--- config.mk ---
export PLATFORM = sky130hd
export DESIGN_NAME = imm_gen_pipe
export DESIGN_NICKNAME = d
export VERILOG_FILES = /design/src/rtl/imm_pkg.sv /design/src/rtl/imm_format.sv /design/src/rtl/imm_gen_pipe.sv
export SDC_FILE = /design/constraint.sdc
export NUM_CORES = 1
export LEC_CHECK = 0
export CAP_MARGIN = 5
export CORE_MARGIN = 5
export CORE_UTILIZATION = 51
export CTS_CLUSTER_DIAMETER = 200
export CTS_CLUSTER_SIZE = 25
export DETAILED_ROUTE_END_ITERATION = 7
export PLACE_DENSITY = 0.77
export SLEW_MARGIN = 20
export SYNTH_ARGS = -nofsm -noshare
export SYNTH_HDL_FRONTEND = slang
export SYNTH_SLANG_ARGS = --single-unit
--- constraint.sdc ---
create_clock -name clk -period 1.8 [get_ports clk]
set_input_delay 0.27 -clock clk [delete_from_list [all_inputs] [get_ports clk]]
set_output_delay 0.27 -clock clk [all_outputs]
set_load 0.03 [all_outputs]
--- src/rtl/imm_pkg.sv ---
// Shared immediate-format encodings, buffer states and field constants for imm_gen_pipe.
package imm_pkg;

  typedef enum logic [2:0] {
    IMM_I     = 3'b000,
    IMM_S     = 3'b001,
    IMM_B     = 3'b010,
    IMM_U     = 3'b011,
    IMM_J     = 3'b100,
    IMM_SHAMT = 3'b101,
    IMM_ZIMM  = 3'b110,
    IMM_UNDEF = 3'b111
  } imm_src_e;

  typedef enum logic [1:0] {
    BUF_EMPTY = 2'd0,
    BUF_ONE   = 2'd1,
    BUF_FULL  = 2'd2
  } buf_state_e;

  localparam int INSTR_LSB  = 7;
  localparam int SHAMT_LSB  = 20;
  localparam int SHAMT32_W  = 5;
  localparam int SHAMT64_W  = 6;
  localparam int ZIMM_LSB   = 15;
  localparam int ZIMM_W     = 5;

endpackage

--- src/rtl/imm_format.sv ---
// Combinational RISC-V immediate formatter. Build option IMM_ZIMM_EN enables the
// ZIMM (110) encoding; without it 110 is reported as illegal.
module imm_format
  import imm_pkg::*;
#(
  parameter int XLEN = 32
) (
  input  logic [31:INSTR_LSB] instr,
  input  imm_src_e            immsrc,
  output logic [XLEN-1:0]     imm,
  output logic                illegal
);

  // Size casts of signed operands sign-extend from the top field bit (instr[31]).
  always_comb begin
    imm     = '0;
    illegal = 1'b0;
    case (immsrc)
      IMM_I:     imm = XLEN'($signed(instr[31:20]));
      IMM_S:     imm = XLEN'($signed({instr[31:25], instr[11:7]}));
      IMM_B:     imm = XLEN'($signed({instr[31], instr[7], instr[30:25], instr[11:8], 1'b0}));
      IMM_U:     imm = XLEN'($signed({instr[31:12], 12'b0}));
      IMM_J:     imm = XLEN'($signed({instr[31], instr[19:12], instr[20], instr[30:21], 1'b0}));
      IMM_SHAMT: imm = (XLEN == 64) ? XLEN'(instr[SHAMT_LSB +: SHAMT64_W])
                                    : XLEN'(instr[SHAMT_LSB +: SHAMT32_W]);
`ifdef IMM_ZIMM_EN
      IMM_ZIMM:  imm = XLEN'(instr[ZIMM_LSB +: ZIMM_W]);
`else
      IMM_ZIMM:  illegal = 1'b1;
`endif
      default:   illegal = 1'b1;
    endcase
  end

endmodule

--- src/rtl/imm_gen_pipe.sv ---
// Immediate generator with a two-entry (main + skid) valid/ready output buffer.
// XLEN must be 32 or 64. Build option IMM_ZIMM_EN enables ZIMM decode.
module imm_gen_pipe
  import imm_pkg::*;
#(
  parameter int XLEN  = 32,
  parameter int TAG_W = 5
) (
  input  logic                clk,
  input  logic                reset,
  input  logic                flush,
  input  logic                in_valid,
  output logic                in_ready,
  input  logic [31:INSTR_LSB] in_instr,
  input  logic [2:0]          in_immsrc,
  input  logic [TAG_W-1:0]    in_tag,
  output logic                out_valid,
  input  logic                out_ready,
  output logic [XLEN-1:0]     out_imm,
  output logic [TAG_W-1:0]    out_tag,
  output logic                out_illegal
);

  logic [XLEN-1:0]  f_imm;
  logic             f_ill;

  logic [XLEN-1:0]  skid_imm;
  logic [TAG_W-1:0] skid_tag;
  logic             skid_ill;

  buf_state_e state_q, state_d;
  logic       acc, drn;
  logic       ld_main_in, ld_main_skid, ld_skid;

  imm_format #(.XLEN(XLEN)) u_fmt (
    .instr   (in_instr),
    .immsrc  (imm_src_e'(in_immsrc)),
    .imm     (f_imm),
    .illegal (f_ill)
  );

  assign out_valid = (state_q != BUF_EMPTY);
  assign acc       = in_valid & in_ready;
  assign drn       = out_valid & out_ready;

  always_comb begin
    state_d      = state_q;
    ld_main_in   = 1'b0;
    ld_main_skid = 1'b0;
    ld_skid      = 1'b0;
    if (flush) begin
      state_d = BUF_EMPTY;
    end else begin
      case (state_q)
        BUF_EMPTY: if (acc) begin
          state_d    = BUF_ONE;
          ld_main_in = 1'b1;
        end
        BUF_ONE: begin
          if (acc && drn)      ld_main_in = 1'b1;
          else if (acc) begin
            state_d = BUF_FULL;
            ld_skid = 1'b1;
          end else if (drn)    state_d = BUF_EMPTY;
        end
        BUF_FULL: if (drn) begin
          state_d      = BUF_ONE;
          ld_main_skid = 1'b1;
        end
        default: state_d = BUF_EMPTY;
      endcase
    end
  end

  // in_ready tracks the next state so it never depends combinationally on out_ready.
  always_ff @(posedge clk) begin
    if (reset) begin
      state_q     <= BUF_EMPTY;
      in_ready    <= 1'b1;
      out_imm     <= '0;
      out_tag     <= '0;
      out_illegal <= 1'b0;
      skid_imm    <= '0;
      skid_tag    <= '0;
      skid_ill    <= 1'b0;
    end else begin
      state_q  <= state_d;
      in_ready <= (state_d != BUF_FULL);
      if (ld_main_in) begin
        out_imm     <= f_imm;
        out_tag     <= in_tag;
        out_illegal <= f_ill;
      end else if (ld_main_skid) begin
        out_imm     <= skid_imm;
        out_tag     <= skid_tag;
        out_illegal <= skid_ill;
      end
      if (ld_skid) begin
        skid_imm <= f_imm;
        skid_tag <= in_tag;
        skid_ill <= f_ill;
      end
    end
  end

endmodule

# Word level (Yosys, flattened, before mapping)
# Index checks and enable logic that the tools add are counted.
# op_classes
bitwise	2
n_reduce_logical	6
n_mul	0
shifts	0
add_sub_neg	0
mux	25
n_div	0
n_eq_ne	8
order_cmp	0
# op_table
operator	n
case mux 32 bit (6 select lines)	1
two-way mux 32 bit	2
two-way mux 1 bit	12
two-way mux 2 bit	6
two-way mux 5 bit	2
equality test 3 x 2 -> 1 bit (second input constant)	2
equality test 3 bit (second input constant)	2
case mux 2 bit (3 select lines)	1
OR reduction 6 bit	1
nonzero test 2 bit	2
equality test 3 x 1 -> 1 bit (second input constant)	1
logical NOT 3 bit	1
bitwise AND 1 bit	2
equality test 2 x 1 -> 1 bit (second input constant)	1
equality test 2 bit (second input constant)	1
logical NOT 2 bit	1
!= test 2 bit (second input constant)	1
case mux 1 bit (2 select lines)	1
logical AND 1 bit	1
# word_totals
mem_count	0
romBits	0
ramBits	0
out_inout_bits	40
latch_bits	0
wordCells	49
in_bits	38
ff_bits	79

# Depth between registers and ports, before layout
# Gate-level depths: netlist of the first run.
# depth
depth_word	8
mapped_depth	6
depth_no_buf	4

# Modules after synthesis
# A second synthesis of the first run with hierarchy kept.
# hier_totals
hier_cells	486
area_unflattened_um2	4023.9
# modules_own_cells
mod	cells_each	n_inst	seq_area_each_um2	area_each_um2
imm_gen_pipe	395	1	1581.5	3284.4
imm_format	91	1	0.0	739.5

# Worst setup path before layout of the first run
# OpenSTA, ideal clock, no wires.
# synth_timing
path_type	flip-flop to flip-flop
startpoint	register in_ready
endpoint	register skid_imm[12]
setup_ns	0.081
t_required_ns	1.719
arrival_ns	1.401
setup_slack_ns	0.318
path_stages_with_launch	7
n_path_buf	2
period_less_slack_ns	1.482
cell_sequence	dfxtp_1 > and4bb_4 > and2_1 > buf_6 > buf_8 > nor2_2 > a211oi_2
# synth_between
elab_chain_len	5
word_cells_on_any_way	6
cone_classes	mux (4); bitwise (1); reduce/logical (1)
# synth_rtl
element	line_no	text
start: declaration	imm_gen_pipe.sv:13	output logic in_ready,
start signal: assignment	imm_gen_pipe.sv:88	in_ready <= (state_d != BUF_FULL);
bitwise AND 1 bit (*)	imm_gen_pipe.sv:43	assign acc = in_valid & in_ready;
two-way mux 1 bit or logical AND 1 bit (tied branches)	imm_gen_pipe.sv:61, imm_gen_pipe.sv:60	
two-way mux 1 bit (*)	imm_gen_pipe.sv:60	if (acc && drn) ld_main_in = 1'b1;
two-way mux 1 bit (*)	imm_gen_pipe.sv:54	case (state_q)
two-way mux 1 bit (*)	imm_gen_pipe.sv:51	if (flush) begin
end signal: assignment	imm_gen_pipe.sv:99	skid_imm <= f_imm;
end: declaration	imm_gen_pipe.sv:27	logic [XLEN-1:0] skid_imm;
# Every way passes the cells marked *; elsewhere a longest branch is shown, timed or not.
# A chain may end at the register's enable or synchronous reset.

# Worst setup path in the final report of the first run
# layout_timing
startpoint	register out_imm[3]
endpoint	output out_imm[3]
# layout_lines
element	line_no	text
start: declaration	imm_gen_pipe.sv:19	output logic [XLEN-1:0] out_imm,
start signal: assignment	imm_gen_pipe.sv:90	out_imm <= f_imm;
start signal: assignment	imm_gen_pipe.sv:94	out_imm <= skid_imm;
# No word-level cell between the ends.

==> impl_metrics.ini, run 1 <==
[min_path]
holdCritPathClass = in -> reg

[die]
core-area_sq_um = 7137
io_pins = 78
rows = 31
start_util = 0.5177
die_w_um = 95.12
die_y_um = 95.12
die_area_sq_um = 9047

[clock_tree]
cts-hold-fix-buffers = 0
cts_tree = built
clock_sinks = 79
cts_setup_buffers = 0
cts_resized = 1
root_buffer = clkbuf_8
path_clk_slew_ns = 0.07
cts_max_level = 3
insertion_delay_ns = 0.35
cts_buffer_depth = 2
numCtsBuffers = 9

[worst_setup_path]
critPathKind = reg -> out
cp.buffers_inverters = 1
worstPathCellList = clkdlybuf4s50_1
worst-path-max-fanout = 2
critPathRequiredTime_ns = 1.53
crit_path_end_kind = primary output
crit_slowest_cell = clkdlybuf4s50_1
cp-start-kind = flop
max_stage_delay_ns = 0.69
path_delay_family = buffers and inverters
crit_arrival_ns = 1.41

[sta]
finalHoldViolCount = 0
max_freq_ghz = 0.5951
hold_ws_ns = 0.3484
report.final.slew_viol_count = 0
tightest_slew_ns = 0.4764
min_period_over_period = 0.9336
fin_crit_ns = 1.680
maxSlewHeadroom = 0.6824
fin_worst_skew_ns = 0.008031
rsz0062_at_grt = false
setup_viol = 0

[yosys]
synth_cell_types = 46
synth_nets = 442
synth-edff-count = 0
yosysTopAreaCellShare = 0.4280
ys.flop_type = dfxtp_1
synth_top_area_cell = dfxtp_1
async_reset_ff_frac = 0
synth_seq_area_share = 0.4280
synthCells = 404
netlist_area_sq_um = 3695
yosys_warnings = 0
avgSynthCellArea_sq_um = 9.146
yosys-top-cells-area = dfxtp_1 (43%), a211oi_2 (7.8%), a21oi_1 (7.0%), mux2i_1 (6.5%), o22ai_1 (4.1%)
ys_seq_elements = 79

[global_route]
grt_max_degree = 32
grt_pass1_wl_mm = 15.39
grt.total_usage = 0.2173
overflow = 0
grt_pass1_vias = 3177
antenna_found_initial = 0

[placement]
place_area_sq_um = 4683
gp_congestion = 0.8170
portBuffers = 77
place_hpwl_mm = 6.753
dp_cells = 580

[detailed_routing]
drc = 0
vias = 3290
via_per_inst = 5.529
totalWireLength_mm = 9.505
postRouteAntennaNets = 0
drt_iter0_drc = 149
wl_per_cell_um = 15.97
drt_pre_antenna_iters = 4

[power]
pwr-share-comb = 0.152
vdd_drop_max_mv = 0.4496
power.switching_uw = 970.9
intPower_uw = 3070
p_per_area_nw_per_um2 = 820.1
seq_power_share = 0.452
swShare = 0.2403
total_leakage_power_uw = 0.001664
clkPwrFrac = 0.396

[layout]
drive_above_1_share = 0.1915
layout.cells.non_filler = 595
postLayoutCoreUtil = 0.6904
syn_to_final_growth_pct = 33.36
design_area_sq_um = 4927
diodes = 0
nets = 530

[run_status]
status = completed

[run]
cap_violations = 0
==> routing by layer <==
| layer | track usage | share of wire | vias to the layer above |
|---|---|---|---|
| met3 | 0.04025 | 0.054 | 13 |
| li1 | - | - | 1640 |
| met5 | 0 | 0 | - |
| met1 | 0.2812 | 0.43 | 1554 |
| met4 | 0.08894 | 0.017 | 0 |
| met2 | 0.3557 | 0.50 | 83 |
==> power by group through the flow <==
stage	clock, uW	sequential [uW]	combinational [uW]
floorplan	0	1930	268
global placement	0	1860	605
detailed placement	0	1860	613
CTS	1620	1820	616
global route	1700	1830	661
finish	1600	1820	616
==> cells in the mapped netlist (4+ instances only) <==
| cell | number |
|---|---|
| nand3_1 | 17 |
| dfxtp_1 | 79 |
| buf_6 | 5 |
| mux2i_1 | 24 |
| nor2_1 | 23 |
| nand2_1 | 34 |
| o21ai_0 | 14 |
| buf_2 | 10 |
| o22a_1 | 8 |
| nor2_2 | 10 |
| o22ai_1 | 24 |
| nor2b_1 | 12 |
| clkbuf_1 | 12 |
| a21oi_1 | 52 |
| a211oi_2 | 23 |
| buf_4 | 8 |
| a211oi_1 | 5 |
| and2_1 | 4 |
| a21o_1 | 5 |
==> state kept, by name (all words and copies together) (netlist names) <==
register     cells
out_illegal      1
out_imm         32
state_q          2
in_ready         1
out_tag          5
skid_ill         1
skid_imm        32
skid_tag         5
==> layout by cell type, fill, tap and decap left out, drive strengths merged, types with 3 or more instances in the layout <==
master,instances
nor2,33
nor2b,13
o21ai,14
nand2,34
o22a,8
a211oi,28
nor3,3
clkbuf,12
bufinv,3
clkdlybuf4s50,75
nand3,17
inv,3
mux2i,24
o22ai,24
a21oi,53
dfxtp,79
a21o,5
and2,6
buf,38
==> worst paths after layout <==
check | startpoint | end | slack, ns | cells after the start
hold / removal | reset | out_illegal | 0.35 | 2
hold reg to reg | skid_tag[3] | out_tag[3] | 0.46 | 2
setup / recovery | out_imm[3] | out_imm[3] | 0.12 | 1
setup reg to reg | state_q[1] | skid_imm[27] | 0.24 | 5
==> area by class of cell <==
type                    count  area [sq um]
fillers                   589          2210
multi-input cells         285          1873
flip-flops and latches     79          1582
repair buffers            114          1092
clock buffers              12         155.1
well taps                  99         123.9
clock inverters             3         90.09
inverters                   3         11.26
==> logic make-up after synthesis <==
kind of cell / after synthesis / synth area share
muxes: 25 / 0.06807
AOI/OAI and AO/OA: 142 / 0.2719
buffers and inverters: 40 / 0.06535
xor gates and xnor gates: 1 / 0.002371
and+or+nand+nor: 116 / 0.1612
adders and majority gates: 1 / 0.003048
DFF: 79 / 0.4280
==> per-stage QoR <==
stage | setup TNS (ns) | power (uW) | setup slack (ns)
2_1_floorplan | 0 | 2203 | 0.3176
3_3_place_gp | -0.3646 | 2467 | -0.02915
3_5_place_dp | -1.054 | 2477 | -0.07680
4_1_cts | 0 | 4062 | 0.09997
5_1_grt | 0 | 4195 | 0.05699
6_report | 0 | 4041 | 0.1196
Note: power is estimated with default switching activity, not from simulation.
==> inputs of run 2 (changes only) <==
--- a/config.mk
+++ b/config.mk
@@ -12,6 +12,7 @@
 export CTS_CLUSTER_SIZE = 25
 export DETAILED_ROUTE_END_ITERATION = 7
 export PLACE_DENSITY = 0.77
+export RECOVER_POWER = 100
 export SLEW_MARGIN = 20
 export SYNTH_ARGS = -nofsm -noshare
 export SYNTH_HDL_FRONTEND = slang
==> run 2 against run 1 <==
Against the previous run:
- register-to-register slack got worse by 0.06 ns
- final area fell by 1.5%
- clock power barely moved
- count of clock-buffer cells in the layout did not move
- maximum frequency fell by 3.2%
- sequential share of layout area rose by 0.50 points
- largest cell class unchanged
- core utilization fell by 1.1 points
- clock skew barely moved
- total power fell by 0.56%
- flip-flop and latch count did not move
- hold slack improved by 0.0021 ns
==> impl_metrics.ini, run 2 (same netlist as run 1, synthesis figures left out) <==
[global_route]
antenna_found_initial = 0
grt_max_degree = 32
grt_pass1_vias = 3177
grt.total_usage = 0.2173
overflow = 0
grt_pass1_wl_mm = 15.39

[clock_tree]
cts_max_level = 3
cts_tree = built
path_clk_slew_ns = 0.08
cts_setup_buffers = 0
cts_buffer_depth = 2
insertion_delay_ns = 0.35
clock_sinks = 79
numCtsBuffers = 9
root_buffer = clkbuf_8

[sta]
tightest_slew_ns = 0.4155
maxSlewHeadroom = 0.7230
finalHoldViolCount = 0
fin_worst_skew_ns = 0.007845
tns_ns = 0
min_period_over_period = 0.9639
setup_viol = 0
report.final.slew_viol_count = 0
fin_crit_ns = 1.735
rsz0062_at_grt = false
max_freq_ghz = 0.5763

[detailed_routing]
totalWireLength_mm = 9.536
vias = 3325
drc = 0
drt_pre_antenna_iters = 4
wl_per_cell_um = 16.03
via_per_inst = 5.588
postRouteAntennaNets = 0
drt_iter0_drc = 160

[placement]
portBuffers = 77
dp_cells = 580
gp_congestion = 0.8170
place_hpwl_mm = 6.753

[worst_setup_path]
max_stage_delay_ns = 0.76
critPathRequiredTime_ns = 1.53
rrSetupSlack_ns = 0.18
crit_path_end_kind = primary output
worst-path-max-fanout = 2
path_delay_family = buffers and inverters
crit_arrival_ns = 1.47
cp-start-kind = flop
critPathKind = reg -> out
rr_startpoint = state_q[1]
timing.rr.end = skid_imm[27]
reg2reg_depth = 5
cp.buffers_inverters = 1
worstPathCellList = dlygate4sd3_1
crit_slowest_cell = dlygate4sd3_1

[die]
die_y_um = 95.12
start_util = 0.5177
die_w_um = 95.12
io_pins = 78
rows = 31
die_area_sq_um = 9047
core-area_sq_um = 7137

[layout]
layout_commonest_cell = dfxtp_1
syn_to_final_growth_pct = 31.32
diodes = 0
layout_common_cells = dfxtp_1 (79), a21oi_1 (52), clkdlybuf4s50_1 (40)
layout.cells.non_filler = 595
drive_above_1_share = 0.1613
reg_top3 = out_imm (32), skid_imm (32)
nets = 530

[run]
cap_violations = 0

[power]
intPower_uw = 3052
clkPwrFrac = 0.399
seq_power_share = 0.454
vdd_drop_max_mv = 0.4469
p_per_area_nw_per_um2 = 828.2
pwr-share-comb = 0.148
power.switching_uw = 966.0
swShare = 0.2404
total_leakage_power_uw = 0.001749

[run_status]
status = completed

[min_path]
holdCritPathClass = in -> reg
whs_endpoint = out_illegal
min_path_cells = 2
worstHoldStart = reset
run 2: changes by cell type in the layout (fill, tap and decap cells not counted), sizes merged:
cell           previous run  this run
clkdlybuf4s50            75        40
clkbuf                   12        17
buf                      38        33
dlygate4sd3               0        35
run 2: worst max path at each step:
stage	startpoint	slack [ns]	cells after the start	endpoint
2_1_floorplan	in_ready	0.32	6	skid_imm[12]
3_3_place_gp	flush	-0.03	6	skid_imm[19]
3_5_place_dp	in_immsrc[1]	-0.08	6	skid_imm[4]
4_1_cts	out_imm[3]	0.1	1	out_imm[3]
5_1_grt	out_imm[20]	0.03	1	out_imm[20]
6_report	out_imm[4]	0.06	1	out_imm[4]
run 2: stage by stage:
| stage | total power (uW) | cell area [sq um] | worst slack, ns | hold WS [ns] | utilization |
|---|---|---|---|---|---|
| floorplan | 2203 | 3695 | 0.3176 | 0.3481 | - |
| global placement | 2467 | 4683 | -0.02915 | 0.4411 | 0.6562 |
| detailed placement | 2477 | 4683 | -0.07680 | 0.4461 | 0.6562 |
| CTS | 4062 | 4927 | 0.09997 | 0.3407 | 0.6904 |
| global route | 4171 | 4852 | 0.03364 | 0.3592 | 0.6799 |
| finish | 4018 | 4852 | 0.06492 | 0.3505 | 0.6799 |
run 2: area by class of cell:
type | count | area (sq um)
clock buffer | 12 | 155.1
clock inverter | 3 | 90.09
multi-input combinational | 285 | 1812
tap | 99 | 123.9
inverter | 3 | 11.26
timing repair buffer | 114 | 1079
sequential | 79 | 1582
fill | 599 | 2285
run 2: timing repair:
item	4_1_cts	5_1_grt
endpoints found under the setup margin	1	0
hold buffers	0	0
resized for setup	1	0
run 2: layer usage:
layer / part of all wire / up-vias / GRT usage
met2: 0.49 / 102 / 0.3557
met3: 0.053 / 17 / 0.04025
met1: 0.44 / 1564 / 0.2812
li1: - / 1642 / -
met5: 0 / - / 0
met4: 0.019 / 0 / 0.08894
run 2: power groups by stage:
stage | Clock, uW | Combinational (uW) | Sequential [uW]
2_1_floorplan | 0 | 268 | 1930
3_3_place_gp | 0 | 605 | 1860
3_5_place_dp | 0 | 613 | 1860
4_1_cts | 1620 | 616 | 1820
5_1_grt | 1700 | 638 | 1830
6_report | 1600 | 593 | 1820
==> inputs of run 3 (changes only) <==
--- a/config.mk
+++ b/config.mk
@@ -9,10 +9,10 @@
 export CORE_MARGIN = 5
 export CORE_UTILIZATION = 51
 export CTS_CLUSTER_DIAMETER = 200
-export CTS_CLUSTER_SIZE = 25
 export DETAILED_ROUTE_END_ITERATION = 7
 export PLACE_DENSITY = 0.77
 export RECOVER_POWER = 100
+export SKIP_CTS_REPAIR_TIMING = 1
 export SLEW_MARGIN = 20
 export SYNTH_ARGS = -nofsm -noshare
 export SYNTH_HDL_FRONTEND = slang
==> run 3 against run 2 <==
Against the previous run:
- count of clock-buffer cells in the layout is the same
- first-iteration DRC count unchanged
- clock skew is the same
- global-route usage unchanged
==> impl_metrics.ini, run 3 (same netlist as run 1, synthesis figures left out) <==
[run_status]
status = completed

[placement]
gp_congestion = 0.8170
portBuffers = 77
dp_cells = 580
place_hpwl_mm = 6.753
post-place-ws_ns = -0.07680

[sta]
fin_worst_skew_ns = 0.007845
rsz0062_at_grt = false
report.final.slew_viol_count = 0
maxSlewHeadroom = 0.7230
finalHoldViolCount = 0
setup_slack_ns = 0.06492
max_freq_ghz = 0.5763
setup_viol = 0
hold_ws_ns = 0.3505
min_period_over_period = 0.9639
fin_crit_ns = 1.735
tns_ns = 0
tightest_slew_ns = 0.4155

[worst_setup_path]
crit_start = out_imm[4]
critPathKind = reg -> out
crit_slowest_cell = dlygate4sd3_1
worst-path-max-fanout = 2
cp-start-kind = flop
crit_path_end_kind = primary output
max_stage_delay_ns = 0.76
cp.buffers_inverters = 1
rr_startpoint = state_q[1]
crit_arrival_ns = 1.47
critPathRequiredTime_ns = 1.53
worstPathCellList = dlygate4sd3_1
path_delay_family = buffers and inverters

[global_route]
grt_pass1_wl_mm = 15.39
antenna_found_initial = 0
overflow = 0
grt_pass1_vias = 3177
grt_max_degree = 32
grt.total_usage = 0.2173

[clock_tree]
clock_sinks = 79
numCtsBuffers = 9
root_buffer = clkbuf_8
cts_tree = built
cts_max_level = 3
cts_buffer_depth = 2
path_clk_slew_ns = 0.08
insertion_delay_ns = 0.35

[layout]
syn_to_final_growth_pct = 31.19
diodes = 0
drive_above_1_share = 0.1613
layout.cells.non_filler = 595
reg_top3 = out_imm (32), skid_imm (32)
postLayoutCoreUtil = 0.6792
nets = 530
layout_commonest_cell = dfxtp_1
regArea_sq_um = 1582
n_fill_cell = 599
multiInputGateArea_sq_um = 1812
layout_common_cells = dfxtp_1 (79), a21oi_1 (52), clkdlybuf4s50_1 (40)

[power]
vdd_drop_max_mv = 0.4469
intPower_uw = 3052
clkPwrFrac = 0.399
pwr-share-comb = 0.148
total_leakage_power_uw = 0.001743
swShare = 0.2405
seq_power_share = 0.454
power.switching_uw = 966.1
p_per_area_nw_per_um2 = 828.9

[detailed_routing]
wl_per_cell_um = 16.03
drt_pre_antenna_iters = 4
postRouteAntennaNets = 0
vias = 3325
totalWireLength_mm = 9.539
drt_iter0_drc = 160
via_per_inst = 5.588
drc = 0

[die]
die_area_sq_um = 9047
die_y_um = 95.12
core-area_sq_um = 7137
rows = 31
io_pins = 78
start_util = 0.5177
die_w_um = 95.12

[min_path]
worstHoldStart = reset
holdCritPathClass = in -> reg

[run]
cap_violations = 0
==> run 3: cell type report <==
class / count / share of cell area
clock buffer: 12 / 0.03201
clock inverter: 3 / 0.01859
inverter: 3 / 0.002323
multi-input combinational: 285 / 0.3738
sequential: 79 / 0.3263
tap: 99 / 0.02556
timing repair buffer: 114 / 0.2215
==> run 3: metal layers <==
layer	part of all wire	global-route usage	vias to the layer above
met5	0	0	-
met2	0.49	0.3557	102
met3	0.053	0.04025	17
li1	-	-	1642
met1	0.44	0.2812	1564
met4	0.019	0.08894	0
==> run 3: path summary, 6_finish.rpt <==
kind,slack (ns),cells after the start,endpoint
max,0.06,1,out_imm[4]
min,0.35,2,out_illegal
max reg2reg,0.18,5,skid_imm[27]
min reg2reg,0.45,2,out_tag[3]
==> run 3: power groups by stage <==
stage / Sequential (uW) / Clock, uW / Combinational, uW
6_report: 1820 / 1600 / 593
2_1_floorplan: 1930 / 0 / 268
4_1_cts: 1820 / 1620 / 617
3_5_place_dp: 1860 / 0 / 613
3_3_place_gp: 1860 / 0 / 605
5_1_grt: 1830 / 1700 / 637
==> run 3: worst reg2reg max path, delay by kind of cell (launching register included) <==
family,cells,cell delay [ns]
AND/OR/NAND/NOR,3,0.75
AO/OA/AOI/OAI,1,0.22
buffers and inverters,1,0.20
flip-flops,1,0.36
==> run 3: through the flow <==
step	power, uW	instance area (sq um)
3_3_place_gp	2467	4683
3_5_place_dp	2477	4683
5_1_grt	4170	4847
2_1_floorplan	2203	3695
6_report	4018	4847
4_1_cts	4063	4928
